$ cat src/rtl/mem_req_pkg.sv
// Shared definitions for the memory request controller: state encoding,
// access-size constants and the response-data helper.
package mem_req_pkg;

  typedef enum logic [2:0] {
    S_IDLE = 3'd0,
    S_REQ  = 3'd1,
    S_WAIT = 3'd2,
    S_DONE = 3'd3,
    S_DROP = 3'd4
  } state_t;

  localparam logic [1:0] SZ_B = 2'd0;
  localparam logic [1:0] SZ_H = 2'd1;
  localparam logic [1:0] SZ_W = 2'd2;

  // Writes complete with a zero result, reads return the bus data.
  function automatic logic [31:0] resp_data(input logic is_wr, input logic [31:0] bus_data);
    return is_wr ? 32'h0000_0000 : bus_data;
  endfunction

endpackage

$ cat src/rtl/mem_req_ctrl.sv
// Single-outstanding memory operation controller bridging a pipeline stage to an
// SRAM-like bus. Optional same-cycle result forwarding: define MEM_REQ_FWD_EN.
module mem_req_ctrl
  import mem_req_pkg::*;
(
  input  logic        clk,
  input  logic        rst,
  input  logic        in_valid,
  output logic        in_allowin,
  input  logic        in_wr,
  input  logic [1:0]  in_size,
  input  logic [31:0] in_addr,
  input  logic [3:0]  in_wstrb,
  input  logic [31:0] in_wdata,
  input  logic        cancel,
  output logic        out_valid,
  input  logic        out_allowout,
  output logic [31:0] out_rdata,
  output logic        req,
  output logic        wr,
  output logic [1:0]  size,
  output logic [31:0] addr,
  output logic [3:0]  wstrb,
  output logic [31:0] wdata,
  input  logic        addr_ok,
  input  logic        data_ok,
  input  logic [31:0] rdata
);

  state_t      state;
  state_t      state_nxt;
  logic        drop;
  logic        drop_nxt;
  logic [31:0] data_q;
  logic [31:0] data_nxt;
  logic        transfer;
  logic        fwd;

  logic        lat_wr;
  logic [1:0]  lat_size;
  logic [31:0] lat_addr;
  logic [3:0]  lat_wstrb;
  logic [31:0] lat_wdata;

  assign in_allowin = (state == S_IDLE) & ~cancel;
  assign transfer   = in_valid & in_allowin;

`ifdef MEM_REQ_FWD_EN
  assign fwd = (state == S_WAIT) & data_ok & ~cancel & out_allowout;
`else
  assign fwd = 1'b0;
`endif

  // Next-state, sticky drop flag and result capture.
  always_comb begin
    state_nxt = state;
    drop_nxt  = drop;
    data_nxt  = data_q;
    case (state)
      S_IDLE: begin
        if (transfer) begin
          state_nxt = S_REQ;
          drop_nxt  = 1'b0;
        end else begin
          state_nxt = S_IDLE;
        end
      end
      S_REQ: begin
        // req must stay up until addr_ok even when flushed; remember the flush.
        if (cancel) begin
          drop_nxt = 1'b1;
        end else begin
          drop_nxt = drop;
        end
        if (addr_ok) begin
          state_nxt = (drop | cancel) ? S_DROP : S_WAIT;
        end else begin
          state_nxt = S_REQ;
        end
      end
      S_WAIT: begin
        if (cancel) begin
          state_nxt = data_ok ? S_IDLE : S_DROP;
        end else if (data_ok) begin
          state_nxt = fwd ? S_IDLE : S_DONE;
          data_nxt  = resp_data(lat_wr, rdata);
        end else begin
          state_nxt = S_WAIT;
        end
      end
      S_DONE: begin
        if (out_allowout | cancel) begin
          state_nxt = S_IDLE;
        end else begin
          state_nxt = S_DONE;
        end
      end
      S_DROP: begin
        if (data_ok) begin
          state_nxt = S_IDLE;
        end else begin
          state_nxt = S_DROP;
        end
      end
      default: begin
        state_nxt = S_IDLE;
        drop_nxt  = 1'b0;
      end
    endcase
  end

  // State, drop flag and captured result.
  always_ff @(posedge clk) begin
    if (rst) begin
      state  <= S_IDLE;
      drop   <= 1'b0;
      data_q <= 32'h0000_0000;
    end else begin
      state  <= state_nxt;
      drop   <= drop_nxt;
      data_q <= data_nxt;
    end
  end

  // Operation fields are held from acceptance so the bus request stays stable.
  always_ff @(posedge clk) begin
    if (rst) begin
      lat_wr    <= 1'b0;
      lat_size  <= 2'd0;
      lat_addr  <= 32'h0000_0000;
      lat_wstrb <= 4'h0;
      lat_wdata <= 32'h0000_0000;
    end else if (transfer) begin
      lat_wr    <= in_wr;
      lat_size  <= in_size;
      lat_addr  <= in_addr;
      lat_wstrb <= in_wstrb;
      lat_wdata <= in_wdata;
    end else begin
      lat_wr    <= lat_wr;
      lat_size  <= lat_size;
      lat_addr  <= lat_addr;
      lat_wstrb <= lat_wstrb;
      lat_wdata <= lat_wdata;
    end
  end

  assign req   = (state == S_REQ);
  assign wr    = lat_wr;
  assign size  = lat_size;
  assign addr  = lat_addr;
  assign wstrb = lat_wstrb;
  assign wdata = lat_wdata;

  assign out_valid = ((state == S_DONE) & ~cancel) | fwd;
  assign out_rdata = fwd ? resp_data(lat_wr, rdata) : data_q;

endmodule

$ cat config.mk
export PLATFORM = sky130hd
export DESIGN_NAME = mem_req_ctrl
export DESIGN_NICKNAME = d
export VERILOG_FILES = /design/src/rtl/mem_req_pkg.sv /design/src/rtl/mem_req_ctrl.sv
export SDC_FILE = /design/constraint.sdc
export NUM_CORES = 1
export LEC_CHECK = 0
export ABC_AREA = 1
export BUFFER_PORTS_ARGS = -buffer_cell sky130_fd_sc_hd__buf_2
export CORE_MARGIN = 8
export CORE_UTILIZATION = 25
export DETAILED_ROUTE_END_ITERATION = 6
export PLACE_DENSITY = 0.54
export SLEW_MARGIN = 25
export SYNTH_ARGS = -nofsm -noshare
export SYNTH_HDL_FRONTEND = slang
export SYNTH_SLANG_ARGS = --single-unit
$ cat constraint.sdc
create_clock -name clk -period 2 [get_ports clk]
set_clock_uncertainty 0.1 [all_clocks]
set_input_delay 0 -clock clk [delete_from_list [all_inputs] [get_ports clk]]
set_output_delay 0 -clock clk [all_outputs]
set_load 0.01 [all_outputs]
# After elaboration in Yosys (flattened, before gate mapping)
# Index checks and enable logic that the tools add are counted.
[op_classes]
n_eq_ne = 6
mux = 12
bitwise = 7
n_reduce_logical = 4
[ops]
columns = ["cell", "count"]
rows = [
  ["32-bit 2-to-1 mux", 1],
  ["3-bit case mux with 5 select lines", 1],
  ["3-bit 2-to-1 mux", 4],
  ["3-bit by 2-bit equality test with 1-bit output, second input constant", 2],
  ["3-bit AND reduction", 2],
  ["1-bit 2-to-1 mux", 4],
  ["2-bit != test, second input constant", 2],
  ["1-bit bitwise AND", 3],
  ["3-bit by 1-bit equality test with 1-bit output, second input constant", 1],
  ["3-bit equality test, second input constant", 1],
  ["3-bit zero test", 1],
  ["1-bit case mux with 3 select lines", 1],
  ["3-bit OR reduction", 1],
  ["2-bit 2-to-1 mux", 1],
  ["1-bit inverter", 2],
  ["1-bit bitwise OR", 2],
]
[word_totals]
register_bits = 107
input_bits = 110
output_inout_bits = 106
wordCells = 37

# Logic depth before layout (Yosys ltp)
# Gate-level depths: netlist of the first run.
[depth]
depth_word = 5
depth_mapped = 9
ltp_nobuf = 8

# Least setup slack after synthesis of the first run
# No wires, ideal clock.
[synth_timing]
path_kind = "register to register"
from = "register state[0]"
to = "register lat_addr[0] (netlist: addr[0])"
setup_ns = 0.113
arrival_ns = 1.175
t_required_ns = 1.787
setup_slack_ns = 0.613
stages_incl_launch_ff = 9
path_buffers = 2
period_less_slack_ns = 1.387
cell_sequence = "dfxtp_1 > nor2_2 > nand2_1 > nor2_4 > nand2_2 > buf_6 > buf_6 > nor2_1 > nor2_1"
[synth_between]
elab_chain_cells = 3
[synth_lines]
columns = ["element", "line_no", "source"]
rows = [
  ["start, declared", "mem_req_ctrl.sv:30", "state_t state;"],
  ["start signal, assigned", "mem_req_ctrl.sv:119", "state <= state_nxt;"],
  ["3-bit zero test", "mem_req_ctrl.sv:45", "assign in_allowin = (state == S_IDLE) & ~cancel;"],
  ["1-bit bitwise AND", "mem_req_ctrl.sv:45", ""],
  ["named net in_allowin", "mem_req_ctrl.sv:9", "output logic in_allowin,"],
  ["1-bit bitwise AND", "mem_req_ctrl.sv:46", "assign transfer = in_valid & in_allowin;"],
  ["end signal, assigned", "mem_req_ctrl.sv:136", "lat_addr <= in_addr;"],
  ["end signal, assigned", "mem_req_ctrl.sv:142", "lat_addr <= lat_addr;"],
  ["end, declared", "mem_req_ctrl.sv:41", "logic [31:0] lat_addr;"],
]
# The timed path passes the listed nets, and every way through them passes these cells.
# A chain may end at the register's enable or synchronous reset.

# Final worst setup path of the first run
[layout_timing]
from = "register state[0]"
to = "register lat_wdata[19] (netlist: wdata[19])"
[layout_between]
elab_chain_cells = 3
[layout_lines]
columns = ["element", "line_no", "source"]
rows = [
  ["3-bit zero test", "mem_req_ctrl.sv:45", ""],
  ["1-bit bitwise AND", "mem_req_ctrl.sv:45", ""],
  ["1-bit bitwise AND", "mem_req_ctrl.sv:46", ""],
  ["end signal, assigned", "mem_req_ctrl.sv:138", "lat_wdata <= in_wdata;"],
  ["end signal, assigned", "mem_req_ctrl.sv:144", "lat_wdata <= lat_wdata;"],
  ["end, declared", "mem_req_ctrl.sv:43", "logic [31:0] lat_wdata;"],
]
# Every way passes these cells.

==> results.py, run 1 <==
metrics = {
    "yosys": {
        "ys_ff_latch": 107,
        "synthesis.nets": 782,
        "syn_area_sq_um": 4420,
        "synthCells": 672,
        "syn_avg_cell_area_sq_um": 6.58,
        "ys_seq_area_share_pct": 48.5,
        "yosys_warnings": 0,
        "synth_cell_types": 19,
    },
    "critical_path": {
        "r2r_slack_ns": 0.16,
        "path_class": "reg -> reg",
        "crit_fanout": 13,
        "cp_common_cell": "nor2_1",
        "critPathTopFamily": "simple AND/OR/NAND/NOR gates",
        "slowest_stage": "dlygate4sd3_1",
        "critical_path.cell_chain": "nor2_2 > nand2_1 > nor2_4 > nand2_8 > nor2_1 > nor2_1 > dlygate4sd3_1",
        "cp-end-kind": "flop",
        "r2r-end": "wdata[19]",
        "cp.depth": 7,
        "r2r_cells": 7,
        "critPathLaunchType": "flop",
        "timing.rr.start": "state[0]",
        "cp_slowest_stage_delay_ns": 0.54,
        "worstPathRequired_ns": 2.14,
        "path_buf_inv": 1,
        "crit_arrival_ns": 1.97,
    },
    "clocking": {
        "h-tree-depth": 3,
        "cts_sinks": 107,
        "cts_root_buffer": "clkbuf_16",
        "clk_latency_ns": 0.35,
        "cts_tree": "done",
        "clkTransAtPathRegs_ns": 0.07,
        "cts_buffers": 9,
        "ctsLongestPathBuffers": 2,
    },
    "run_status": {
        "run_status": "finished, final reports clean",
    },
    "timing": {
        "report.final.slew_viol_count": 0,
        "rsz0062_at_grt": "false",
        "fmax_mhz": 544,
        "finalHoldViolations": 0,
        "worstMarginPinSlew_ns": 0.373,
        "finalSetupTns_ns": 0,
        "fin_hold_ws_ns": 0.0538,
        "setup_viol": 0,
        "post-route-min-period_ns": 1.84,
        "period_share_pct": 92.0,
        "max_slew_margin_pct": 75.2,
    },
    "final_layout": {
        "regArea_sq_um": 2140,
        "multi_input_area_sq_um": 1780,
        "fin_nets": 1098,
        "syn2layout_area_growth_pct": 61.7,
        "finalInstanceArea_sq_um": 7150,
        "fillers": 1800,
        "drive_above_1_share_pct": 25.6,
    },
    "place": {
        "dpl.hpwl_mm": 9.76,
        "gp_congestion": 0.763,
        "dpl_cell_area_sq_um": 5730,
        "port_buffers": 215,
    },
    "die": {
        "rows": 48,
        "die_w_um": 149,
        "dieArea_sq_um": 22200,
        "initial_utilization_pct": 25.6,
        "fp.dieH_um": 149,
        "core_region_area_sq_um": 17300,
        "ios": 216,
    },
    "route": {
        "first_iter_violations": 233,
        "routedWlPerCell_um": 12.2,
        "via_per_inst": 4.02,
        "ant_nets": 0,
        "wl_mm": 14.9,
        "dr.pass1.iters": 4,
        "drc": 0,
        "num_vias": 4895,
    },
    "worst_hold_path": {
        "hp-class": "in -> reg",
        "hold_depth": 4,
        "hp-start": "in_valid",
        "worstHoldEndpoint": "wstrb[0]",
    },
    "grt": {
        "grt-ovfl-total": 0,
        "antenna_found_initial": 1,
        "grt_pass1_vias": 4761,
        "grt_use_total_pct": 12.9,
        "grt_max_degree": 65,
        "grt_pass1_wl_mm": 23.7,
    },
    "run": {
        "maxCapViolCount": 0,
    },
    "power": {
        "total_power_mw": 4.90,
        "p_int_mw": 3.55,
        "leakagePower_nw": 3.90,
        "vdd.ir_drop.worst_mv": 0.358,
        "power.density_nw_per_um2": 686,
        "seqPwrFrac_pct": 47.0,
        "swShare_pct": 27.7,
        "power_frac_clock_pct": 34.6,
        "power.switching_mw": 1.36,
        "comb_power_share_pct": 18.4,
    },
}
-- tightest hold or removal path: stages --
cell	delay, ns
buf_2	0.17
nand2_4	0.16
nor2_1	0.06
nor2_1	0.08
-- Yosys cell counts --
cell type | n | area [sq um]
a21oi_1 | 1 | 5.00
a31oi_1 | 1 | 6.26
buf_2 | 14 | 70.1
buf_6 | 8 | 90.1
clkbuf_1 | 14 | 52.6
dfxtp_1 | 107 | 2140
inv_1 | 79 | 297
inv_2 | 3 | 11.3
nand2_1 | 215 | 807
nand2_2 | 1 | 6.26
nand3_1 | 7 | 35.0
nand4_1 | 1 | 6.26
nor2_1 | 181 | 679
nor2_2 | 2 | 12.5
nor2_4 | 1 | 11.3
nor3_1 | 1 | 5.00
o211ai_1 | 1 | 7.51
o21ai_0 | 34 | 170
or2_2 | 1 | 6.26
-- power groups by stage --
stage / Clock (mW) / Sequential, mW / Combinational [mW]
finish: 1.70 / 2.30 / 0.900
CTS: 1.79 / 2.30 / 0.893
floorplan: 0 / 2.40 / 0.354
detailed placement: 0 / 2.35 / 0.720
global route: 1.86 / 2.32 / 1.02
global placement: 0 / 2.35 / 0.719
-- registers in the layout, indices dropped and copies added (netlist names) --
name       flops
state          3
out_rdata     32
wr             1
addr          32
wstrb          4
drop           1
size           2
wdata         32
-- stage by stage --
step / worst slack, ns / cells / utilization (%)
CTS: 0.0857 / 1215 / 41.1
global placement: 0.415 / 1089 / 33.1
global route: 0.0255 / 1218 / 41.3
finish: 0.161 / 1218 / 41.3
detailed placement: 0.419 / 1089 / 33.1
floorplan: 0.613 / 672 / -
-- kinds of logic after synthesis --
| family | after synthesis | synth area share, % |
|---|---|---|
| buffers and inverters | 118 | 11.8 |
| AOI/OAI and AO/OA | 37 | 4.27 |
| and+or+nand+nor | 410 | 35.5 |
| DFF | 107 | 48.5 |
-- timing repair --
item,CTS,global route
endpoints found under the setup margin,0,3
hold buffers,111,0
hold endpoints to repair,107,0
resized for setup,0,2
buffers inserted,0,1
-- how the worst max path moves through the flow --
stage / start / to / slack, ns
after floorplan: state[0] / addr[0] / 0.61
after global placement: state[0] / state[0] / 0.42
after detailed placement: state[0] / wdata[7] / 0.42
after CTS: state[0] / wdata[19] / 0.09
after global routing: state[0] / wdata[18] / 0.03
final: state[0] / wdata[19] / 0.16
-- area by class of cell --
cell class                 count  area share [%]
timing repair buffer         340            32.9
sequential                   107            30.0
multi-input combinational    448            24.9
inverter                      82            4.31
tap                          225            3.94
clock buffer                   9            3.15
clock inverter                 6           0.700
antenna                        1          0.0350
-- layout by cell type, fill, tap and decap left out, drive strengths merged --
master,synthesis,routed
or2,1,1
clkinvlp,0,2
dfxtp,107,107
nor2,184,184
clkinv,0,2
a31oi,1,1
diode,0,1
nor3,1,1
clkbuf,14,9
a21oi,1,1
o211ai,1,1
o21ai,34,34
nand4,1,1
nand3,7,7
nand2,216,217
dlygate4sd3,0,111
buf,22,229
inv,82,84
-- layer usage --
metal,wire length [um],GRT usage (%),part of all wire (%),vias up
li1,-,-,-,2594
met1,6460,15.4,43,2101
met2,6830,21.1,46,175
met3,1200,4.25,8.1,25
met4,381,5.30,2.6,0
met5,0,0,0,-
Note: power is estimated with default switching activity, not from simulation.
==> inputs of run 2 (changes only) <==
- CORE_ASPECT_RATIO: unset -> 0.5
==> run 2 against run 1 <==
Effect of this change: via count shrank 1.4%; combinational power is 3.0% lower; core utilization fell by 0.33 points; hold slack got worse by 0.030 ns; cell area fell by 0.46%; non-clock buffer count shrank 8; sequential share of layout area increased by 0.12 points; largest cell class unchanged; first-iteration DRC count fell by 17%; critical path depth is 1 higher.
==> results.py, run 2 (synthesis results as in run 1) <==
metrics = {
    "run_status": {
        "run_status": "finished, final reports clean",
    },
    "timing": {
        "finalSetupTns_ns": 0,
        "max_slew_margin_pct": 74.9,
        "worstMarginPinSlew_ns": 0.376,
        "period_share_pct": 83.2,
        "setup_viol": 0,
        "rsz0062_at_grt": "false",
        "post-route-min-period_ns": 1.66,
        "fin_hold_ws_ns": 0.0237,
        "fmax_mhz": 601,
        "setup_ws_ns": 0.337,
        "finalHoldViolations": 0,
        "report.final.slew_viol_count": 0,
    },
    "route": {
        "dr.pass1.iters": 4,
        "num_vias": 4827,
        "first_iter_violations": 194,
        "wl_mm": 14.4,
        "via_per_inst": 3.96,
        "routedWlPerCell_um": 11.8,
        "drc": 0,
        "ant_nets": 0,
    },
    "critical_path": {
        "critPathTopFamily": "buffers and inverters",
        "crit_fanout": 5,
        "critPathLaunchType": "flop",
        "crit_arrival_ns": 1.86,
        "cp-end-kind": "flop",
        "path_class": "reg -> reg",
        "slowest_stage": "dlygate4sd3_1",
        "path_buf_inv": 3,
        "worstPathRequired_ns": 2.19,
        "critical_path.cell_chain": "nor2_1 > nand2_1 > inv_1 > nand3_1 > nand3_1 > dlygate4sd3_1 > nand2_1 > inv_1",
        "cp_slowest_stage_delay_ns": 0.54,
    },
    "run": {
        "maxCapViolCount": 0,
    },
    "clocking": {
        "cts_root_buffer": "clkbuf_16",
        "clkTransAtPathRegs_ns": 0.07,
        "cts_resized": 0,
        "cts_tree": "done",
        "clk_latency_ns": 0.34,
        "cts_buffers": 9,
        "h-tree-depth": 3,
        "ctsLongestPathBuffers": 2,
        "cts_sinks": 107,
    },
    "power": {
        "swShare_pct": 25.3,
        "power_frac_clock_pct": 37.8,
        "power.density_nw_per_um2": 716,
        "p_int_mw": 3.81,
        "total_power_mw": 5.10,
        "comb_power_share_pct": 17.1,
        "vdd.ir_drop.worst_mv": 0.406,
        "leakagePower_nw": 3.88,
        "seqPwrFrac_pct": 45.1,
        "power.switching_mw": 1.29,
    },
    "final_layout": {
        "fin_nets": 1089,
        "drive_above_1_share_pct": 25.0,
        "layout.cells.non_filler": 1219,
        "fin_util_pct": 41.0,
        "layout_common_cells": "nand2_1 (215), buf_2 (215), nor2_1 (181)",
        "finalInstanceArea_sq_um": 7120,
        "syn2layout_area_growth_pct": 61.0,
        "fillers": 1809,
    },
    "die": {
        "die_w_um": 204,
        "rows": 34,
        "ios": 216,
        "core_region_area_sq_um": 17400,
        "fp.dieH_um": 110,
        "dieArea_sq_um": 22500,
        "initial_utilization_pct": 25.5,
    },
    "worst_hold_path": {
        "hp-class": "in -> reg",
    },
    "grt": {
        "grt_pass1_vias": 4696,
        "grt-ovfl-total": 0,
        "grt_max_degree": 64,
        "grt_pass1_wl_mm": 22.8,
        "grt_use_total_pct": 12.5,
        "antenna_found_initial": 1,
    },
    "place": {
        "gp_congestion": 0.736,
        "dp.cells": 1094,
        "dpl_cell_area_sq_um": 5710,
        "pre_cts_ws_ns": 0.400,
        "port_buffers": 215,
        "dpl.hpwl_mm": 9.66,
    },
}
-- run 2: changes by cell type in the layout (fill, tap and decap cells not counted), sizes merged, moves of 2 or more --
| cell | previous run | this run |
|---|---|---|
| buf | 229 | 224 |
| bufinv | 0 | 2 |
| clkbuf | 9 | 12 |
| clkinvlp | 2 | 0 |
| dlygate4sd3 | 111 | 108 |
| inv | 84 | 82 |
-- run 2: area by class of cell --
class | count | area (sq um) | area share, %
Multi-Input combinational cell | 447 | 1760 | 24.8
Clock buffer | 12 | 246 | 3.46
Tap cell | 234 | 293 | 4.11
Antenna cell | 1 | 2.50 | 0.0352
Clock inverter | 4 | 73.8 | 1.04
Timing Repair Buffer | 332 | 2290 | 32.1
Inverter | 82 | 308 | 4.33
Sequential cell | 107 | 2140 | 30.1
-- run 2: power by group through the flow --
stage                     logic [mW]  clock network (mW)  registers, mW
final                          0.873                1.92           2.30
after global placement         0.707                   0           2.35
after floorplan                0.354                   0           2.40
after global routing           0.981                2.11           2.31
after detailed placement       0.712                   0           2.35
after CTS                      0.881                2.04           2.30
-- run 2: what timing repair did --
item / 4_1_cts / 5_1_grt
hold endpoints to repair: 106 / 0
setup buffers: 0 / 0
hold buffers: 108 / 0
endpoints found under the setup margin: 0 / 0
-- run 2: routing by layer --
metal / vias to the layer above / routed length [um] / track usage (%)
met1: 2116 / 5700 / 12.8
li1: 2572 / - / -
met2: 112 / 7600 / 23.9
met5: - / 0 / 0
met4: 0 / 414 / 5.06
met3: 27 / 705 / 3.79
-- run 2: final timing paths --
path / from / endpoint / slack (ns) / depth (start not counted)
min: in_valid / wdata[17] / 0.02 / 4
max reg2reg: state[1] / state[2] / 0.34 / 8
min reg2reg: drop / drop / 0.39 / 2
max: state[1] / state[2] / 0.34 / 8
-- run 2: worst min-delay path, cell delays in order --
cell     delay (ns)
buf_2          0.11
nand2_4        0.14
nor2_1         0.12
nor2_1         0.05
